[src/rtl/ram_loader.sv]
`default_nettype none
// ============================================================================
// Module      : ram_loader
// Description : Takes a program image from a byte stream, writes it into the
//               CPU RAM, reads it back to confirm it, and then lets the CPU
//               run. The image is 2^ADDRESS_WIDTH data words followed by one
//               checksum word. The loader keeps the CPU halted and drives the
//               RAM strobes for the whole load and verify.
// Ports       : clk             - system clock, all state changes on posedge
//               rst_n           - asynchronous active-low reset
//               start_i         - one-cycle pulse that starts a load (IDLE/DONE/ERROR)
//               in_data_i       - stream word
//               in_valid_i      - in_data_i is valid
//               in_ready_o      - a stream word is accepted this cycle
//               mem_addr_en_o   - RAM address latch strobe (mi)
//               mem_write_en_o  - RAM write strobe (ri)
//               mem_read_en_o   - RAM output enable (ro)
//               mem_bus_o       - value driven onto the RAM bus_in
//               mem_rd_data_i   - RAM bus_out
//               cpu_hold_o      - 1 = the CPU control clock must stay halted
//               busy_o          - a load or verify is in progress
//               done_o          - the last load passed (sticky until start)
//               error_o         - the last load failed (sticky until start)
// Revision    : 1.0 - initial release
// ============================================================================
module ram_loader #(
  parameter int WIDTH         = 8,
  parameter int ADDRESS_WIDTH = 4,
  parameter bit HOLD_AT_RESET = 1'b1
) (
  input  logic             clk,
  input  logic             rst_n,
  input  logic             start_i,
  input  logic [WIDTH-1:0] in_data_i,
  input  logic             in_valid_i,
  output logic             in_ready_o,
  output logic             mem_addr_en_o,
  output logic             mem_write_en_o,
  output logic             mem_read_en_o,
  output logic [WIDTH-1:0] mem_bus_o,
  input  logic [WIDTH-1:0] mem_rd_data_i,
  output logic             cpu_hold_o,
  output logic             busy_o,
  output logic             done_o,
  output logic             error_o
);

  typedef enum logic [3:0] {
    S_IDLE  = 4'd0,
    S_RECV  = 4'd1,
    S_WADDR = 4'd2,
    S_WRITE = 4'd3,
    S_CHK   = 4'd4,
    S_VADDR = 4'd5,
    S_VREAD = 4'd6,
    S_DONE  = 4'd7,
    S_ERROR = 4'd8
  } state_t;

  localparam logic [ADDRESS_WIDTH-1:0] c_ADDR_LAST = '1;

  state_t                   state_q, state_d;
  logic [ADDRESS_WIDTH-1:0] addr_q, addr_d;
  logic [WIDTH-1:0]         data_q, data_d;
  logic [WIDTH-1:0]         sum_wr_q, sum_wr_d;
  logic [WIDTH-1:0]         sum_rd_q, sum_rd_d;

  // Running sums are kept at word width so they wrap modulo 2^WIDTH.
  logic [WIDTH-1:0] w_wr_sum;
  logic [WIDTH-1:0] w_rd_sum;
  logic [WIDTH-1:0] w_addr_ext;

  assign w_wr_sum   = sum_wr_q + in_data_i;
  assign w_rd_sum   = sum_rd_q + mem_rd_data_i;
  assign w_addr_ext = WIDTH'(addr_q);

  always_ff @(posedge clk or negedge rst_n) begin
    if (!rst_n) begin
      state_q  <= S_IDLE;
      addr_q   <= '0;
      data_q   <= '0;
      sum_wr_q <= '0;
      sum_rd_q <= '0;
    end else begin
      state_q  <= state_d;
      addr_q   <= addr_d;
      data_q   <= data_d;
      sum_wr_q <= sum_wr_d;
      sum_rd_q <= sum_rd_d;
    end
  end

  always_comb begin
    state_d        = state_q;
    addr_d         = addr_q;
    data_d         = data_q;
    sum_wr_d       = sum_wr_q;
    sum_rd_d       = sum_rd_q;
    in_ready_o     = 1'b0;
    mem_addr_en_o  = 1'b0;
    mem_write_en_o = 1'b0;
    mem_read_en_o  = 1'b0;
    mem_bus_o      = '0;
    busy_o         = 1'b1;
    done_o         = 1'b0;
    error_o        = 1'b0;
    cpu_hold_o     = 1'b1;

    unique case (state_q)
      S_IDLE, S_DONE, S_ERROR: begin
        busy_o = 1'b0;
        if (state_q == S_IDLE) begin
          // IDLE is reachable only from reset, so the reset hold value applies.
          cpu_hold_o = HOLD_AT_RESET;
        end else if (state_q == S_DONE) begin
          cpu_hold_o = 1'b0;
          done_o     = 1'b1;
        end else begin
          error_o    = 1'b1;
        end
        if (start_i) begin
          state_d  = S_RECV;
          addr_d   = '0;
          sum_wr_d = '0;
          sum_rd_d = '0;
        end
      end
      S_RECV: begin
        in_ready_o = 1'b1;
        if (in_valid_i) begin
          data_d   = in_data_i;
          sum_wr_d = w_wr_sum;
          state_d  = S_WADDR;
        end
      end
      S_WADDR: begin
        mem_addr_en_o = 1'b1;
        mem_bus_o     = w_addr_ext;
        state_d       = S_WRITE;
      end
      S_WRITE: begin
        mem_write_en_o = 1'b1;
        mem_bus_o      = data_q;
        // The address wraps to zero after the last word, which is where verify starts.
        addr_d         = addr_q + 1'b1;
        state_d        = (addr_q == c_ADDR_LAST) ? S_CHK : S_RECV;
      end
      S_CHK: begin
        in_ready_o = 1'b1;
        if (in_valid_i) begin
          state_d = (w_wr_sum == '0) ? S_VADDR : S_ERROR;
        end
      end
      S_VADDR: begin
        mem_addr_en_o = 1'b1;
        mem_bus_o     = w_addr_ext;
        state_d       = S_VREAD;
      end
      S_VREAD: begin
        mem_read_en_o = 1'b1;
        sum_rd_d      = w_rd_sum;
        addr_d        = addr_q + 1'b1;
        if (addr_q == c_ADDR_LAST) begin
          // Compare using the sum that includes this last word.
          state_d = (w_rd_sum == sum_wr_q) ? S_DONE : S_ERROR;
        end else begin
          state_d = S_VADDR;
        end
      end
      default: begin
        state_d = S_IDLE;
      end
    endcase
  end

endmodule
`default_nettype wire
[config.mk]
export PLATFORM = sky130hd
export DESIGN_NAME = ram_loader
export DESIGN_NICKNAME = d
export VERILOG_FILES = /design/src/rtl/ram_loader.sv
export SDC_FILE = /design/constraint.sdc
export NUM_CORES = 1
export LEC_CHECK = 0
export CORE_MARGIN = 3
export CORE_UTILIZATION = 55
export DETAILED_ROUTE_END_ITERATION = 16
export PLACE_DENSITY = 0.89
export SETUP_SLACK_MARGIN = 0.1
export SKIP_LAST_GASP = 1
export SYNTH_ARGS = -nofsm -noshare
export SYNTH_HDL_FRONTEND = slang
export SYNTH_SLANG_ARGS = --single-unit
[constraint.sdc]
create_clock -name clk -period 3 [get_ports clk]
set_clock_uncertainty 0.1 [all_clocks]
set_input_delay 0.6 -clock clk [delete_from_list [all_inputs] [get_ports clk]]
set_output_delay 0.6 -clock clk [all_outputs]
set_load 0.01 [all_outputs]
# After elaboration in Yosys (flattened, before gate mapping)
# Index checks and enable logic that the tools add are counted.
# op_classes
addsub	3
muxes	28
n_eq_ne	13
n_reduce_logical	14
# op_table
operator	count
one-hot mux 8 bit (2 select lines)	3
2-to-1 mux 4 bit	7
one-hot mux 4 bit (7 select lines)	1
adder 8 bit	2
== test 4 x 3 -> 1 bit, second input constant	4
2-to-1 mux 8 bit	2
2-to-1 mux 1 bit	13
== test 4 x 2 -> 1 bit, second input constant	2
== test 4 bit, second input constant	2
== test 8 bit	1
logical NOT 8 bit	1
one-hot mux 4 bit (2 select lines)	1
!= test 2 bit, second input constant	3
AND reduction 2 bit	3
AND reduction 3 bit	2
nonzero test 2 bit	3
OR reduction 2 bit	3
adder 4 x 1 -> 4 bit, second input constant	1
== test 4 x 1 -> 1 bit, second input constant	1
logical NOT 4 bit	1
2-to-1 mux 3 bit	1
OR reduction 3 bit	1
# totals
ff_bits	32
inputBits	20
elab_cells	63
output_inout_bits	16

# Longest topological paths before layout
# logic_depth
word_depth	5
mapped_depth	10

# Worst setup path after synthesis
# OpenSTA, ideal clock, no wires.
# synth_timing
path_type	input to register
start	input mem_rd_data_i[0]
end	register state_q[1]
setup_time_ps	92
required_ps	2808
cell_stages	10
n_path_buf	0
path_slack_ps	125
t_arrival_ps	2683
cell_sequence	ha_1 > inv_1 > fa_1 > xnor2_1 > xnor2_2 > nand4_1 > or4_4 > a211oi_4 > nand3_2 > o31ai_2
# synth_via
elab_chain_cells	5
# synth_lines
item	line_no	rtl
start, declared	41	input logic [WIDTH-1:0] mem_rd_data_i,
adder 8 bit	74	assign w_rd_sum = sum_rd_q + mem_rd_data_i;
== test 8 bit	165	state_d = (w_rd_sum == sum_wr_q) ? S_DONE : S_ERROR;
2-to-1 mux 4 bit	165	
2-to-1 mux 4 bit	163	if (addr_q == c_ADDR_LAST) begin
one-hot mux 4 bit (7 select lines)	109	unique case (state_q)
end signal, assigned	85	state_q <= state_d;
end, declared	62	state_t state_q, state_d;
# Every way passes these cells.
# A chain may end at the register's enable or synchronous reset.

# Worst setup path in the final report
# layout_timing
start	register state_q[3]
end	output mem_read_en_o
# layout_via
elab_chain_cells	2
# layout_lines
item	line_no	rtl
== test 4 x 3 -> 1 bit	109	
2-to-1 mux 1 bit	109	
end, declared	39	output logic mem_read_en_o,
# Every way passes these cells.

==> reports/summary.txt <==
OUTCOME
----------------------------------------------------------------------------------
Outcome ............................................................. complete, no violations

GRT
----------------------------------------------------------------------------------
Met2 global-route usage .............................................       50.10%
Initial antenna violation count .....................................            0
Combined global-route utilization of all metal layers ...............       27.60%
Global-route congestion overflow total ..............................            0
Via count of the first global-routing pass ..........................         2378
Global route hottest layer ..........................................         met2
M1 GR Usage .........................................................       31.54%
Met3 track demand over resource in global routing ...................       5.647%
First-pass GRT wire length ..........................................     11040 um
Largest net degree at the start of global routing ...................           33

FLOORPLAN
----------------------------------------------------------------------------------
Core region area ....................................................     4144 um2
Height of the die ...................................................     72.59 um
Standard-cell rows ..................................................           23
Area of the die .....................................................     5269 um2
Number of ports placed on the die boundary ..........................           36
Die Span X ..........................................................     72.59 um
Starting utilization of the core area ...............................       58.85%

CLOCK TREE
----------------------------------------------------------------------------------
Insertion delay of the later-clocked pin in the worst-skew pair .....       290 ps
Clock sink count ....................................................           32
Maximum level of the CTS H-tree .....................................            2
Register clock-pin slew on the reported worst setup and hold paths ..        70 ps
Number of CTS-inserted buffers ......................................            5
Longest Clk Path Bufs ...............................................            2
TritonCTS clock tree ................................................         done
Hold buffer count at cts ............................................            0
Clk Tree Root Cell ..................................................     clkbuf_8

LOGIC SYNTHESIS
----------------------------------------------------------------------------------
Sequential cell area fraction in the yosys report ...................       32.84%
Post-synthesis cell area ............................................     2439 um2
Multiplexer share of the synthesized area ...........................       5.490%
Cell count after synthesis ..........................................          254
Synthesis-stage register bit count ..................................           32
Number of synthesis warnings ........................................            0
Simple-gate area share of the yosys netlist .........................       16.32%
Post-Synthesis Net Count ............................................          291
Area fraction in compound gates after synthesis .....................       23.29%
XOR/XNOR Fraction of Synth Area .....................................       8.055%
Combinational family with the most area after synthesis ............. compound AO/OA/AOI/OAI gates
Post-synth cell types ...............................................           61
Avg Cell Area, Syn ..................................................    9.601 um2
Post-synthesis adder-cell area fraction .............................       9.338%
Most frequently used flop master after synthesis ....................      dfrtp_1
Post-synthesis async set-or-reset flop share ........................       100.0%
Post-synth EDFFs ....................................................            0

TIMING
----------------------------------------------------------------------------------
Count of pins over their slew limit .................................            0
Final WS setup ......................................................     138.6 ps
Transition time at the pin with the least slew margin ...............     660.0 ps
Count of final hold-check violations ................................            0
Fin crit period .....................................................      2861 ps
Setup violators final ...............................................            0
Unrepaired setup endpoints after global routing .....................           no
Post-route clock period utilization .................................       95.38%
Upper clock frequency limit .........................................    349.5 MHz
Max-slew headroom ...................................................       56.00%

LAYOUT
----------------------------------------------------------------------------------
Number of antenna repair diodes .....................................            0
Most common cell after layout, fill and taps aside ..................        buf_4
Final nets ..........................................................          364
Filler cells ........................................................          245
Area grow syn2layout ................................................       38.84%
Share of final-layout standard cells stronger than drive strength 1 .       29.57%
Top library cells by usage in the layout, fill and taps aside ....... 39 x buf_4, 30 x dfrtp_1, 28 x clkdlybuf4s50_1

SETUP PATH
----------------------------------------------------------------------------------
Endpoint class of the critical path .................................  output port
Crit path kind ...................................................... flop to output port
Data arrival time at the worst-slack endpoint .......................      2160 ps
Crit Path Max Fanout ................................................           11
Worst Path Required .................................................      2300 ps
CP Launch Type ......................................................         flop

POWER
----------------------------------------------------------------------------------
Cell internal pwr ...................................................     1.743 mW
Total power .........................................................     2.869 mW
Switching power as a share of total power ...........................       39.27%
Sw Pwr ..............................................................     1.127 mW
Power share of the clock group ......................................        16.1%
Part of the total power dissipated in sequential elements ...........        26.1%
P_leak ..............................................................     1.478 nW
Worst-case vdd ir drop ..............................................    0.6094 mV
Power Density ....................................................... 847.4 nW/um2
Relative contribution of combinational cells to total power .........        57.8%

PLACED DESIGN
----------------------------------------------------------------------------------
IO buf count ........................................................           35
Post-Place Setup Slack ..............................................    -473.5 ps
Detailed placer's ending HPWL .......................................      4587 um
Final weighted congestion of routability-driven global placement ....       0.9055

DRT
----------------------------------------------------------------------------------
Sum of routed wire length over all layers ...........................      7048 um
WL per Instance .....................................................     18.65 um
DRC violation total after the first TritonRoute iteration ...........          156
Number of nets still failing antenna checks after routing ...........            0
Number of detailed-routing iterations run before antenna repair .....            5
DRC Markers .........................................................            0
Total number of vias ................................................         2384
Per-cell via count in the routed design .............................        6.307

JOB
----------------------------------------------------------------------------------
Number of maximum-capacitance constraint violations .................            0

HOLD PATH
----------------------------------------------------------------------------------
Hold Path Class ..................................................... flop to flop

==> per-layer routing <==
metal	vias to the layer above	wire length [um]
li1	1092	-
met1	1161	2792
met2	109	3678
met3	22	412
met4	0	165
met5	-	0
==> flip-flops by register name (all words and copies together), names as in the netlist <==
signal / flops
data_q: 8
sum_rd_q: 8
sum_wr_q: 8
addr_q: 4
state_q: 4
==> cell usage after synthesis, types with 2 or more instances <==
master     instances  area share, %
a21oi_1           10            2.1
buf_2              5            1.0
a211o_1            2           0.72
inv_1             12            1.8
o2111ai_1          3            1.1
a21o_1             2           0.62
dfrtp_1           32             33
nand2b_1           4            1.0
and2_1             5            1.3
nor3_1             6            1.2
or2_2              2           0.51
nor2_1            12            1.8
nand2_1           11            1.7
a211oi_1           4            1.2
and3_1             4            1.0
a32o_1             2           0.82
o21bai_1           2           0.62
nand3_1            4           0.82
clkbuf_1           3           0.46
xnor2_1            8            2.9
o211ai_1           3           0.92
nor3b_1            3           0.92
fa_1               2            1.6
ha_1              15            7.7
a22o_1            16            5.7
xor2_1            10            3.6
mux2_1             4            1.8
o21ai_0           11            2.3
nor4_1             2           0.51
nand4_1            3           0.77
or4_1              2           0.62
a31oi_1            3           0.77
mux2_2             7            3.2
o21ai_1            9            1.8
or3_1              5            1.3
==> metrics by stage <==
step                std cells  util (%)  cell area (um2)  setup TNS (ps)  hold WS (ps)
floorplan                 254         -             2439               0         204.4
global route              378     81.70             3386               0         413.6
CTS                       376     79.44             3292               0         386.7
finish                    378     81.70             3386               0         382.8
global placement          365     74.15             3073           -1449         362.0
detailed placement        365     74.15             3073           -1728         370.4
==> final cells by class <==
type	count	area (um2)	area share, %
Sequential cell	32	803.3	23.73
Inverter	16	72.57	2.143
Multi-Input combinational cell	197	1664	49.15
Timing Repair Buffer	75	656.9	19.40
Clock inverter	1	30.03	0.8869
Tap cell	50	62.56	1.848
Clock buffer	7	96.34	2.846
==> worst max-delay path: stages (launching register included) <==
cell and delay, ps:
dfrtp_1 520, or3_1 610, clkinv_4 180, clkdlybuf4s50_1 550
==> power groups by stage <==
stage | Combinational (mW) | Clock (mW) | Sequential (mW)
5_1_grt | 1.80 | 0.484 | 0.765
3_3_place_gp | 1.46 | 0 | 0.725
3_5_place_dp | 1.51 | 0 | 0.739
2_1_floorplan | 1.03 | 0 | 0.674
6_report | 1.66 | 0.462 | 0.749
4_1_cts | 1.58 | 0.472 | 0.732
==> cells by family after synthesis <==
kind of cell / count (synthesis)
AOI/OAI and AO/OA: 77
adders and majority gates: 17
DFF: 32
xor gates and xnor gates: 20
and+or+nand+nor: 71
muxes: 12
buffers and inverters: 25
==> timing repair <==
action / 4_1_cts / 5_1_grt
pin swaps: 15 / 14
resized for setup: 19 / 20
setup endpoints to repair: 9 / 8
setup buffers: 3 / 2
==> worst paths after layout <==
path                                  start            end  slack [ps]  depth (start not counted)
worst max register to register  sum_rd_q[0]     state_q[1]         260                         10
max in group asynchronous             rst_n     state_q[2]        1870                          2
worst max-delay path             state_q[3]  mem_read_en_o         140                          3
min in group asynchronous             rst_n    sum_rd_q[6]         620                          2
worst min register to register    data_q[6]      data_q[6]         380                          1
worst min-delay path              data_q[6]      data_q[6]         380                          1
Note: power is estimated with default switching activity, not from simulation.
